`config.mk`:
```
export PLATFORM = sky130hd
export DESIGN_NAME = c1_cycle_sched_flat
export DESIGN_NICKNAME = d
export VERILOG_FILES = /design/src/rtl/c1_cycle_sched_if.sv /design/src/rtl/c1_cycle_sched.sv /design/src/flat_wrapper.sv
export SDC_FILE = /design/constraint.sdc
export NUM_CORES = 1
export LEC_CHECK = 0
export CORE_ASPECT_RATIO = 1.5
export CORE_MARGIN = 4
export CORE_UTILIZATION = 30
export DETAILED_ROUTE_END_ITERATION = 7
export PLACE_DENSITY = 0.47
export SLEW_MARGIN = 20
export SYNTH_ARGS = -nofsm -noshare
export SYNTH_HDL_FRONTEND = slang
export SYNTH_SLANG_ARGS = --single-unit
```
`constraint.sdc`:
```
create_clock -name CLK_68KCLK -period 2.1 [get_ports CLK_68KCLK]
set_input_delay 0.315 -clock CLK_68KCLK [delete_from_list [all_inputs] [get_ports CLK_68KCLK]]
set_output_delay 0.315 -clock CLK_68KCLK [all_outputs]
set_load 0.005 [all_outputs]
```
`src/rtl/c1_cycle_sched_if.sv`:
```
// Bus-side signals of the C1 cycle scheduler: 68k strobes, zone decode and
// wait inputs in, DTACK/BERR/status out, plus the FSM state for observation.
interface c1_cycle_sched_if;
  logic       nAS;
  logic       nROM_ZONE;
  logic       nPORT_ZONE;
  logic       nCARD_ZONE;
  logic       nROMWAIT;
  logic       nPWAIT0;
  logic       nPWAIT1;
  logic       PDTACK;
  logic       nDTACK;
  logic       nBERR;
  logic       WAITING;
  logic       ZONE_ERR;
  logic [2:0] state;

  // Handshake: a cycle starts on the first edge nAS is sampled low after being
  // seen high; the scheduler answers with exactly one of nDTACK/nBERR (or none
  // on abort) and holds it until nAS is sampled high again.
  modport slave (
    input  nAS, nROM_ZONE, nPORT_ZONE, nCARD_ZONE, nROMWAIT, nPWAIT0, nPWAIT1, PDTACK,
    output nDTACK, nBERR, WAITING, ZONE_ERR, state
  );

  modport master (
    output nAS, nROM_ZONE, nPORT_ZONE, nCARD_ZONE, nROMWAIT, nPWAIT0, nPWAIT1, PDTACK,
    input  nDTACK, nBERR, WAITING, ZONE_ERR, state
  );
endinterface

```
`src/rtl/c1_cycle_sched.sv`:
```
// Per-access 68k bus-cycle scheduler: counts wait states per decoded zone,
// optionally waits for cartridge PDTACK, then drives nDTACK or nBERR.
module c1_cycle_sched #(
  parameter int CARD_WAIT = 2,
  parameter int PDTACK_EN = 1,
  parameter int TIMEOUT   = 255
) (
  input  logic              CLK_68KCLK,
  input  logic              RESET,
  c1_cycle_sched_if.slave   bus
);

  typedef enum logic [2:0] {
    IDLE = 3'd0,
    WAIT = 3'd1,
    HOLD = 3'd2,
    ACK  = 3'd3,
    ERR  = 3'd4
  } state_t;

  localparam logic [7:0] T_LAST = 8'(TIMEOUT - 1);

  state_t     state;
  logic [3:0] count;
  logic [7:0] tcount;
  logic       hold;
  logic       armed;

  logic       rom, port, card;
  logic       multi;
  logic [3:0] w_start;
  logic       h_start;

  always_comb begin
    rom     = ~bus.nROM_ZONE;
    port    = ~bus.nPORT_ZONE;
    card    = ~bus.nCARD_ZONE;
    multi   = (rom & port) | (rom & card) | (port & card);
    w_start = 4'd0;
    if (rom)       w_start = {3'b000, ~bus.nROMWAIT};
    else if (port) w_start = {2'b00, ~bus.nPWAIT1, ~bus.nPWAIT0};
    else if (card) w_start = 4'(CARD_WAIT);
    h_start = ~rom & port & (PDTACK_EN != 0);
  end

  assign bus.state = state;

  // armed stays low after reset until nAS is seen high, so a cycle that was
  // in flight across reset can never be acknowledged.
  always_ff @(posedge CLK_68KCLK) begin
    if (RESET) begin
      state        <= IDLE;
      bus.nDTACK   <= 1'b1;
      bus.nBERR    <= 1'b1;
      bus.WAITING  <= 1'b0;
      bus.ZONE_ERR <= 1'b0;
      count        <= 4'd0;
      tcount       <= 8'd0;
      hold         <= 1'b0;
      armed        <= 1'b0;
    end else begin
      bus.ZONE_ERR <= 1'b0;
      case (state)
        IDLE: begin
          if (bus.nAS) begin
            armed <= 1'b1;
          end else if (armed) begin
            armed        <= 1'b0;
            hold         <= h_start;
            bus.ZONE_ERR <= multi;
            if (w_start != 4'd0) begin
              state       <= WAIT;
              count       <= w_start - 4'd1;
              bus.WAITING <= 1'b1;
            end else if (h_start && !bus.PDTACK) begin
              state       <= HOLD;
              tcount      <= 8'd0;
              bus.WAITING <= 1'b1;
            end else begin
              state      <= ACK;
              bus.nDTACK <= 1'b0;
            end
          end
        end
        WAIT: begin
          if (bus.nAS) begin
            state       <= IDLE;
            bus.WAITING <= 1'b0;
            armed       <= 1'b1;
          end else if (count == 4'd0) begin
            if (hold && !bus.PDTACK) begin
              state  <= HOLD;
              tcount <= 8'd0;
            end else begin
              state       <= ACK;
              bus.WAITING <= 1'b0;
              bus.nDTACK  <= 1'b0;
            end
          end else begin
            count <= count - 4'd1;
          end
        end
        HOLD: begin
          if (bus.nAS) begin
            state       <= IDLE;
            bus.WAITING <= 1'b0;
            armed       <= 1'b1;
          end else if (bus.PDTACK) begin
            state       <= ACK;
            bus.WAITING <= 1'b0;
            bus.nDTACK  <= 1'b0;
          end else if (tcount == T_LAST) begin
            state       <= ERR;
            bus.WAITING <= 1'b0;
            bus.nBERR   <= 1'b0;
          end else begin
            tcount <= tcount + 8'd1;
          end
        end
        ACK: begin
          if (bus.nAS) begin
            state      <= IDLE;
            bus.nDTACK <= 1'b1;
            armed      <= 1'b1;
          end
        end
        ERR: begin
          if (bus.nAS) begin
            state     <= IDLE;
            bus.nBERR <= 1'b1;
            armed     <= 1'b1;
          end
        end
        default: state <= IDLE;
      endcase
    end
  end

endmodule

```
`src/flat_wrapper.sv`:
```
// flat-port wrapper written by rule: the top's interface ports become plain ports
module c1_cycle_sched_flat 
#(
  parameter int CARD_WAIT = 2,
  parameter int PDTACK_EN = 1,
  parameter int TIMEOUT   = 255
)
  (CLK_68KCLK, RESET, bus_nAS, bus_nROM_ZONE, bus_nPORT_ZONE, bus_nCARD_ZONE, bus_nROMWAIT, bus_nPWAIT0, bus_nPWAIT1, bus_PDTACK, bus_nDTACK, bus_nBERR, bus_WAITING, bus_ZONE_ERR, bus_state);
  c1_cycle_sched_if bus_i ();
  input  logic CLK_68KCLK;
  input  logic RESET;
  input wire logic [$bits(bus_i.nAS)-1:0] bus_nAS;
  input wire logic [$bits(bus_i.nROM_ZONE)-1:0] bus_nROM_ZONE;
  input wire logic [$bits(bus_i.nPORT_ZONE)-1:0] bus_nPORT_ZONE;
  input wire logic [$bits(bus_i.nCARD_ZONE)-1:0] bus_nCARD_ZONE;
  input wire logic [$bits(bus_i.nROMWAIT)-1:0] bus_nROMWAIT;
  input wire logic [$bits(bus_i.nPWAIT0)-1:0] bus_nPWAIT0;
  input wire logic [$bits(bus_i.nPWAIT1)-1:0] bus_nPWAIT1;
  input wire logic [$bits(bus_i.PDTACK)-1:0] bus_PDTACK;
  output wire logic [$bits(bus_i.nDTACK)-1:0] bus_nDTACK;
  output wire logic [$bits(bus_i.nBERR)-1:0] bus_nBERR;
  output wire logic [$bits(bus_i.WAITING)-1:0] bus_WAITING;
  output wire logic [$bits(bus_i.ZONE_ERR)-1:0] bus_ZONE_ERR;
  output wire logic [$bits(bus_i.state)-1:0] bus_state;
  assign bus_i.nAS = bus_nAS;
  assign bus_i.nROM_ZONE = bus_nROM_ZONE;
  assign bus_i.nPORT_ZONE = bus_nPORT_ZONE;
  assign bus_i.nCARD_ZONE = bus_nCARD_ZONE;
  assign bus_i.nROMWAIT = bus_nROMWAIT;
  assign bus_i.nPWAIT0 = bus_nPWAIT0;
  assign bus_i.nPWAIT1 = bus_nPWAIT1;
  assign bus_i.PDTACK = bus_PDTACK;
  assign bus_nDTACK = bus_i.nDTACK;
  assign bus_nBERR = bus_i.nBERR;
  assign bus_WAITING = bus_i.WAITING;
  assign bus_ZONE_ERR = bus_i.ZONE_ERR;
  assign bus_state = bus_i.state;
  c1_cycle_sched #(.CARD_WAIT(CARD_WAIT), .PDTACK_EN(PDTACK_EN), .TIMEOUT(TIMEOUT)) u_core (.CLK_68KCLK(CLK_68KCLK), .RESET(RESET), .bus(bus_i));
endmodule
```
==> results_dict.tcl, run 1 <==
set metrics [dict create \
    syn_inst 174 \
    core_region_area_mm2 0.00454 \
    port_buffers 16 \
    clkSinkCount 21 \
    synth_edf_count 0 \
    ff2ff_path_depth 8 \
    required_ns 2.27 \
    hold_path_class "reg -> reg" \
    min-delay-start "u_core.bus.nDTACK$_SDFFE_PP1P_" \
    gp_congestion 0.756 \
    final_area_mm2 0.00184 \
    vias 1458 \
    finalHoldViolCount 0 \
    cts.clk_slew.worst_paths_ns 0.08 \
    worstSetupStartpoint "bus_nROM_ZONE" \
    root_buffer "clkbuf_8" \
    start_kind "input pin" \
    drtPass1Iterations 4 \
    timing.fmax_ghz 0.529 \
    tns_ns 0 \
    peakVddDrop_v 0.000390 \
    grt_pass1_vias 1505 \
    setup_violations 0 \
    drc 0 \
    floorplan.initialDensity 0.310 \
    timing.rr.start "u_core.bus.state[2]$_SDFFE_PP0P_" \
    r2r_setup_slack_ns 0.25 \
    antenna_cells 0 \
    grt_max_degree 14 \
    p_total_mw 1.27 \
    finalWirelength_mm 4.04 \
    switchingPower_uw 454 \
    r2r-end "u_core.count[2]$_SDFFE_PP0P_" \
    worstPathArrival_ns 2.06 \
    async_flop_share 0 \
    whs_path_depth 1 \
    hold_path_end "u_core.bus.nDTACK$_SDFFE_PP1P_" \
    path_max_fanout 5 \
    leakage_nw 0.710 \
    die_w_um 63.9 \
    period_share 0.901 \
    grt_pass1_wl_mm 6.85 \
    multi_input_area_um2 922 \
    ant_nets 0 \
    slew_viol_final 0 \
    holdBufCountCts 0 \
    wire_per_inst_um 14.7 \
    io_pins 17 \
    p_comb_frac 0.423 \
    skew_ns 0.00613 \
    synth_cell_type_count 53 \
    sw_frac_of_total 0.358 \
    cts_resized 0 \
    syn-num-nets 187 \
    maxCapViolCount 0 \
    p_seq_frac 0.354 \
    status "completed" \
    drive_above_1_share 0.205 \
    avgSynthCellArea_um2 8.08 \
    worst_pin_slew_ns 0.429 \
    final_nets 224 \
    cp-end-kind "flip-flop" \
    dp_hpwl_mm 3.35 \
    rsz0062_at_grt "no" \
    fillCellCount 459 \
    ys_ff_latch 21 \
    maxSlewHeadroom 0.714 \
    worst_skew_pair.late_latency_ns 0.27 \
    antenna_found_initial 0 \
    yosysWarnings 0 \
    synthFlopType "dfxtp_1" \
    grt_usage 0.148 \
    power.clock.fraction 0.223 \
    placed_area_mm2 0.00180 \
    num_rows 30 \
    postCtsSetupBuffers 0 \
    netlist_area_mm2 0.00141 \
    critPathKind "in -> reg" \
    drt-initial-drc-count 50 \
    cts_htree_levels 1 \
    cts_tree "yes" \
    final-seq-area_um2 420 \
    seq_area_frac_synth 0.299 \
    grt_overflow 0 \
    avgViaCountPerCell 5.32 \
    powerDensity_mw_per_mm2 689 \
    numCtsBuffers 3 \
    die_height_um 91.9 \
    dieArea_mm2 0.00587 \
    post-route-min-period_ns 1.89 \
    p_int_uw 815 \
    area_delta_synth_final_pct 31.0 \
    cts_buffer_depth 2 \
]
critical path, cell delays in order:
cell and delay, ns:
clkdlybuf4s50_1 0.48, nor3b_1 0.29, a31oi_1 0.21, nor4b_4 0.34, buf_4 0.19, mux2i_1 0.19, nor2_1 0.06
synth_stat cells, drive strengths merged (3+ instances only):
library cell   n  area (um^2)
dfxtp         21          420
nor2          17         66.3
a21oi         16         83.8
nand2         11         41.3
o21ai          9         48.8
nor3b          8         65.1
nand2b         6         37.5
nand3          6         30.0
nor3           6         30.0
a211oi         5         47.5
buf            5         26.3
clkbuf         5         18.8
inv            5         18.8
a31oi          4         25.0
mux2i          4         40.0
a221o          3         30.0
ha             3         37.5
nor2b          3         18.8
nor4           3         25.0
or3            3         23.8
per-layer routing:
metal	track usage	vias up	part of all wire
met1	0.140	691	0.38
met2	0.295	27	0.57
met5	0	-	0
met4	0.0685	0	0.020
li1	-	734	-
met3	0.0233	6	0.026
metrics by stage:
step | hold slack (ns) | cells | setup slack [ns] | util
finish | 0.500 | 274 | 0.208 | 0.406
detailed placement | 0.482 | 270 | -0.0572 | 0.396
global route | 0.534 | 274 | 0.0387 | 0.406
CTS | 0.505 | 274 | 0.225 | 0.406
global placement | 0.476 | 270 | -0.00891 | 0.396
floorplan | 0.470 | 174 | 0.229 | -
cells by family (layout without fill, tap and decap cells):
| group | count (synthesis) | in the layout | share of synthesized area |
|---|---|---|---|
| AOI/OAI and AO/OA | 55 | 55 | 0.279 |
| adders and majority gates | 4 | 4 | 0.0338 |
| buffers and inverters | 15 | 51 | 0.0454 |
| DFF | 21 | 21 | 0.299 |
| muxes | 4 | 4 | 0.0285 |
| and+or+nand+nor | 75 | 75 | 0.314 |
layout make-up:
cell class	instances	share of cell area
timing repair buffer	42	0.193
multi-input combinational	138	0.500
tap	64	0.0434
clock buffer	3	0.0224
clock inverter	1	0.00272
sequential	21	0.228
inverter	5	0.0102
how the worst max path moves through the flow:
| stage | slack, ns | end |
|---|---|---|
| 2_1_floorplan | 0.23 | u_core.bus.nBERR$_SDFFE_PP1P_ |
| 3_3_place_gp | -0.009 | u_core.tcount[2]$_SDFFE_PP0P_ |
| 3_5_place_dp | -0.06 | u_core.tcount[2]$_SDFFE_PP0P_ |
| 4_1_cts | 0.23 | u_core.tcount[3]$_SDFFE_PP0P_ |
| 5_1_grt | 0.04 | u_core.count[1]$_SDFFE_PP0P_ |
| 6_report | 0.21 | u_core.tcount[1]$_SDFFE_PP0P_ |
registers in the layout (all words and copies together) (netlist names):
| signal | cells |
|---|---|
| u_core.tcount | 8 |
| u_core.bus.nBERR | 1 |
| u_core.bus.state | 3 |
| u_core.bus.ZONE_ERR | 1 |
| u_core.count | 4 |
| u_core.hold | 1 |
| u_core.bus.nDTACK | 1 |
| u_core.armed | 1 |
| u_core.bus.WAITING | 1 |
power groups by stage:
stage	sequential (mW)	combinational, mW	clock [mW]
after global routing	0.454	0.591	0.302
after global placement	0.458	0.534	0
after floorplan	0.457	0.326	0
after CTS	0.450	0.542	0.295
final	0.449	0.537	0.283
after detailed placement	0.459	0.541	0
placed cells by master, fill, tap and decap left out, types with 2 or more instances in the layout:
cell,netlist,final
nor4_1,2,2
nand3_1,6,6
clkbuf_8,0,3
o32ai_1,2,2
clkdlybuf4s50_1,0,16
a211oi_1,3,3
and3_1,2,2
a211oi_2,2,2
nor2b_1,3,3
mux2i_1,4,4
dfxtp_1,21,21
a2bb2oi_1,2,2
nand2_1,11,11
a211o_1,2,2
ha_1,3,3
nor3b_1,7,7
nor3_1,6,6
nand2b_1,6,6
nand3b_1,2,2
o22ai_1,2,2
a21boi_0,2,2
o21ai_0,7,7
a221o_1,3,3
or3_1,2,2
inv_1,5,5
buf_4,1,26
nor2_1,16,16
a21oi_1,15,15
or2_2,2,2
a31oi_1,4,4
Power figures use the tool's default switching activity.
==> run 2: changes to the inputs <==
--- a/config.mk
+++ b/config.mk
@@ -5,6 +5,7 @@
 export SDC_FILE = /design/constraint.sdc
 export NUM_CORES = 1
 export LEC_CHECK = 0
+export CAP_MARGIN = 15
 export CORE_ASPECT_RATIO = 1.5
 export CORE_MARGIN = 4
 export CORE_UTILIZATION = 30
==> results of run 2 <==
Same layout as run 1: the final DEF is identical, and so are final timing and power.
==> run 3: changes to the inputs <==
--- a/config.mk
+++ b/config.mk
@@ -8,9 +8,10 @@
 export CAP_MARGIN = 15
 export CORE_ASPECT_RATIO = 1.5
 export CORE_MARGIN = 4
-export CORE_UTILIZATION = 30
+export CORE_UTILIZATION = 25
 export DETAILED_ROUTE_END_ITERATION = 7
-export PLACE_DENSITY = 0.47
+export PLACE_DENSITY = 0.41
+export SKIP_CTS_REPAIR_TIMING = 1
 export SLEW_MARGIN = 20
 export SYNTH_ARGS = -nofsm -noshare
 export SYNTH_HDL_FRONTEND = slang
==> results_dict.tcl, run 3 (synthesis gave the netlist of run 1 again) <==
set metrics [dict create \
    r2r_setup_slack_ns 0.27 \
    rsz0062_at_grt "no" \
    worst_slack_ns 0.235 \
    die_height_um 99.9 \
    core_region_area_mm2 0.00545 \
    die_w_um 69.2 \
    whs_path_depth 1 \
    dieArea_mm2 0.00691 \
    num_rows 33 \
    cp-end-kind "flip-flop" \
    power.clock.fraction 0.220 \
    place_inst 273 \
    dp_hpwl_mm 3.34 \
    cts_buffer_depth 2 \
    floorplan.initialDensity 0.258 \
    leakage_nw 0.695 \
    r2r-end "u_core.tcount[6]$_SDFFE_PP0P_" \
    worst_skew_pair.late_latency_ns 0.27 \
    vias 1448 \
    largest_register_ffs 8 \
    p_seq_frac 0.353 \
    maxSlewHeadroom 0.737 \
    port_buffers 16 \
    drtPass1Iterations 4 \
    timing.rr.start "u_core.bus.state[2]$_SDFFE_PP0P_" \
    setup_violations 0 \
    maxCapViolCount 0 \
    drive_above_1_share 0.193 \
    gp_congestion 0.840 \
    start_kind "input pin" \
    status "completed" \
    final_common_cell "buf_4" \
    numCtsBuffers 3 \
    area_delta_synth_final_pct 30.0 \
    grt_usage 0.130 \
    hold_path_class "reg -> reg" \
    sw_frac_of_total 0.358 \
    cts_htree_levels 1 \
    peakVddDrop_v 0.000262 \
    clkSinkCount 21 \
    final_nets 221 \
    antenna_cells 0 \
    finalHoldViolCount 0 \
    switchingPower_uw 451 \
    grt_max_degree 20 \
    skew_ns 0.00319 \
    place_ws_ns -0.0708 \
    antenna_found_initial 0 \
    io_pins 17 \
    ant_nets 0 \
    p_int_uw 810 \
    min-delay-start "u_core.bus.nDTACK$_SDFFE_PP1P_" \
    worstPathArrival_ns 2.02 \
    largest_register "u_core.tcount" \
    final_cells 277 \
    hold_path_end "u_core.bus.nDTACK$_SDFFE_PP1P_" \
    ff2ff_path_depth 6 \
    critPathKind "in -> reg" \
    p_comb_frac 0.428 \
    worst_pin_slew_ns 0.394 \
    root_buffer "clkbuf_8" \
    cts.clk_slew.worst_paths_ns 0.08 \
    grt_overflow 0 \
    mostFrequentLayoutCells "buf_4 (23), dfxtp_1 (21), nor2_1 (16), clkdlybuf4s50_1 (16), a21oi_1 (15)" \
    cts_tree "yes" \
    period_share 0.888 \
    drc 0 \
    path_max_fanout 3 \
    timing.fmax_ghz 0.536 \
    required_ns 2.26 \
    finalWirelength_mm 4.16 \
    avgViaCountPerCell 5.23 \
    grt_pass1_wl_mm 7.20 \
    post-route-min-period_ns 1.87 \
    slew_viol_final 0 \
    reg_top3 "u_core.tcount x8, u_core.count x4, u_core.bus.state x3" \
    grt_pass1_vias 1509 \
    wire_per_inst_um 15.0 \
    powerDensity_mw_per_mm2 690 \
    drt-initial-drc-count 106 \
]
[run 3: cell count changes in the layout (fill, tap and decap cells not counted)]
cell / delta
buf_4: -3
[run 3: metal layers]
metal,wire [um],track usage,up-vias
met2,2340,0.246,33
met3,140,0.0251,11
met1,1570,0.135,682
li1,-,-,722
met4,118,0.0632,0
met5,0,0,-
[run 3: layout make-up]
cell class                 instances  area [um^2]
fill                             619         3620
timing repair buffer              39          333
multi-input combinational        138          922
sequential                        21          420
clock inverter                     1         5.00
clock buffer                       3         41.3
tap                               70         87.6
inverter                           5         18.8
[run 3: through the flow]
stage / power [mW] / cell area, um^2 / TNS [ns] / hold WS [ns] / util
after floorplan: 0.783 / 1410 / 0 / 0.470 / -
after global placement: 0.995 / 1780 / -0.162 / 0.472 / 0.327
after detailed placement: 0.999 / 1780 / -0.369 / 0.488 / 0.327
after CTS: 1.28 / 1830 / 0 / 0.509 / 0.335
after global routing: 1.36 / 1830 / 0 / 0.543 / 0.335
final: 1.26 / 1830 / 0 / 0.502 / 0.335
[run 3: power groups by stage]
| stage | registers (mW) | clock network, mW | logic [mW] |
|---|---|---|---|
| 6_report | 0.445 | 0.277 | 0.539 |
| 5_1_grt | 0.449 | 0.312 | 0.599 |
| 4_1_cts | 0.445 | 0.291 | 0.547 |
| 3_5_place_dp | 0.455 | 0 | 0.544 |
| 3_3_place_gp | 0.453 | 0 | 0.543 |
| 2_1_floorplan | 0.457 | 0 | 0.326 |
[run 3: worst max-delay path by stage]
stage | from | end | slack [ns] | cells past startpoint
floorplan | u_core.bus.state[1]$_SDFFE_PP0P_ | u_core.bus.nBERR$_SDFFE_PP1P_ | 0.23 | 6
global placement | bus_PDTACK | u_core.tcount[2]$_SDFFE_PP0P_ | -0.03 | 6
detailed placement | bus_PDTACK | u_core.tcount[3]$_SDFFE_PP0P_ | -0.07 | 8
CTS | bus_PDTACK | u_core.tcount[3]$_SDFFE_PP0P_ | 0.21 | 8
global route | bus_nROM_ZONE | u_core.count[1]$_SDFFE_PP0P_ | 0.02 | 8
finish | bus_nROM_ZONE | u_core.tcount[3]$_SDFFE_PP0P_ | 0.23 | 6
[run 3: critical path, stage by stage]
cell and delay (ns):
clkdlybuf4s50_1 0.47, nor3b_1 0.26, a31oi_1 0.20, nor4b_4 0.34
nor2_2 0.08, a221o_1 0.35
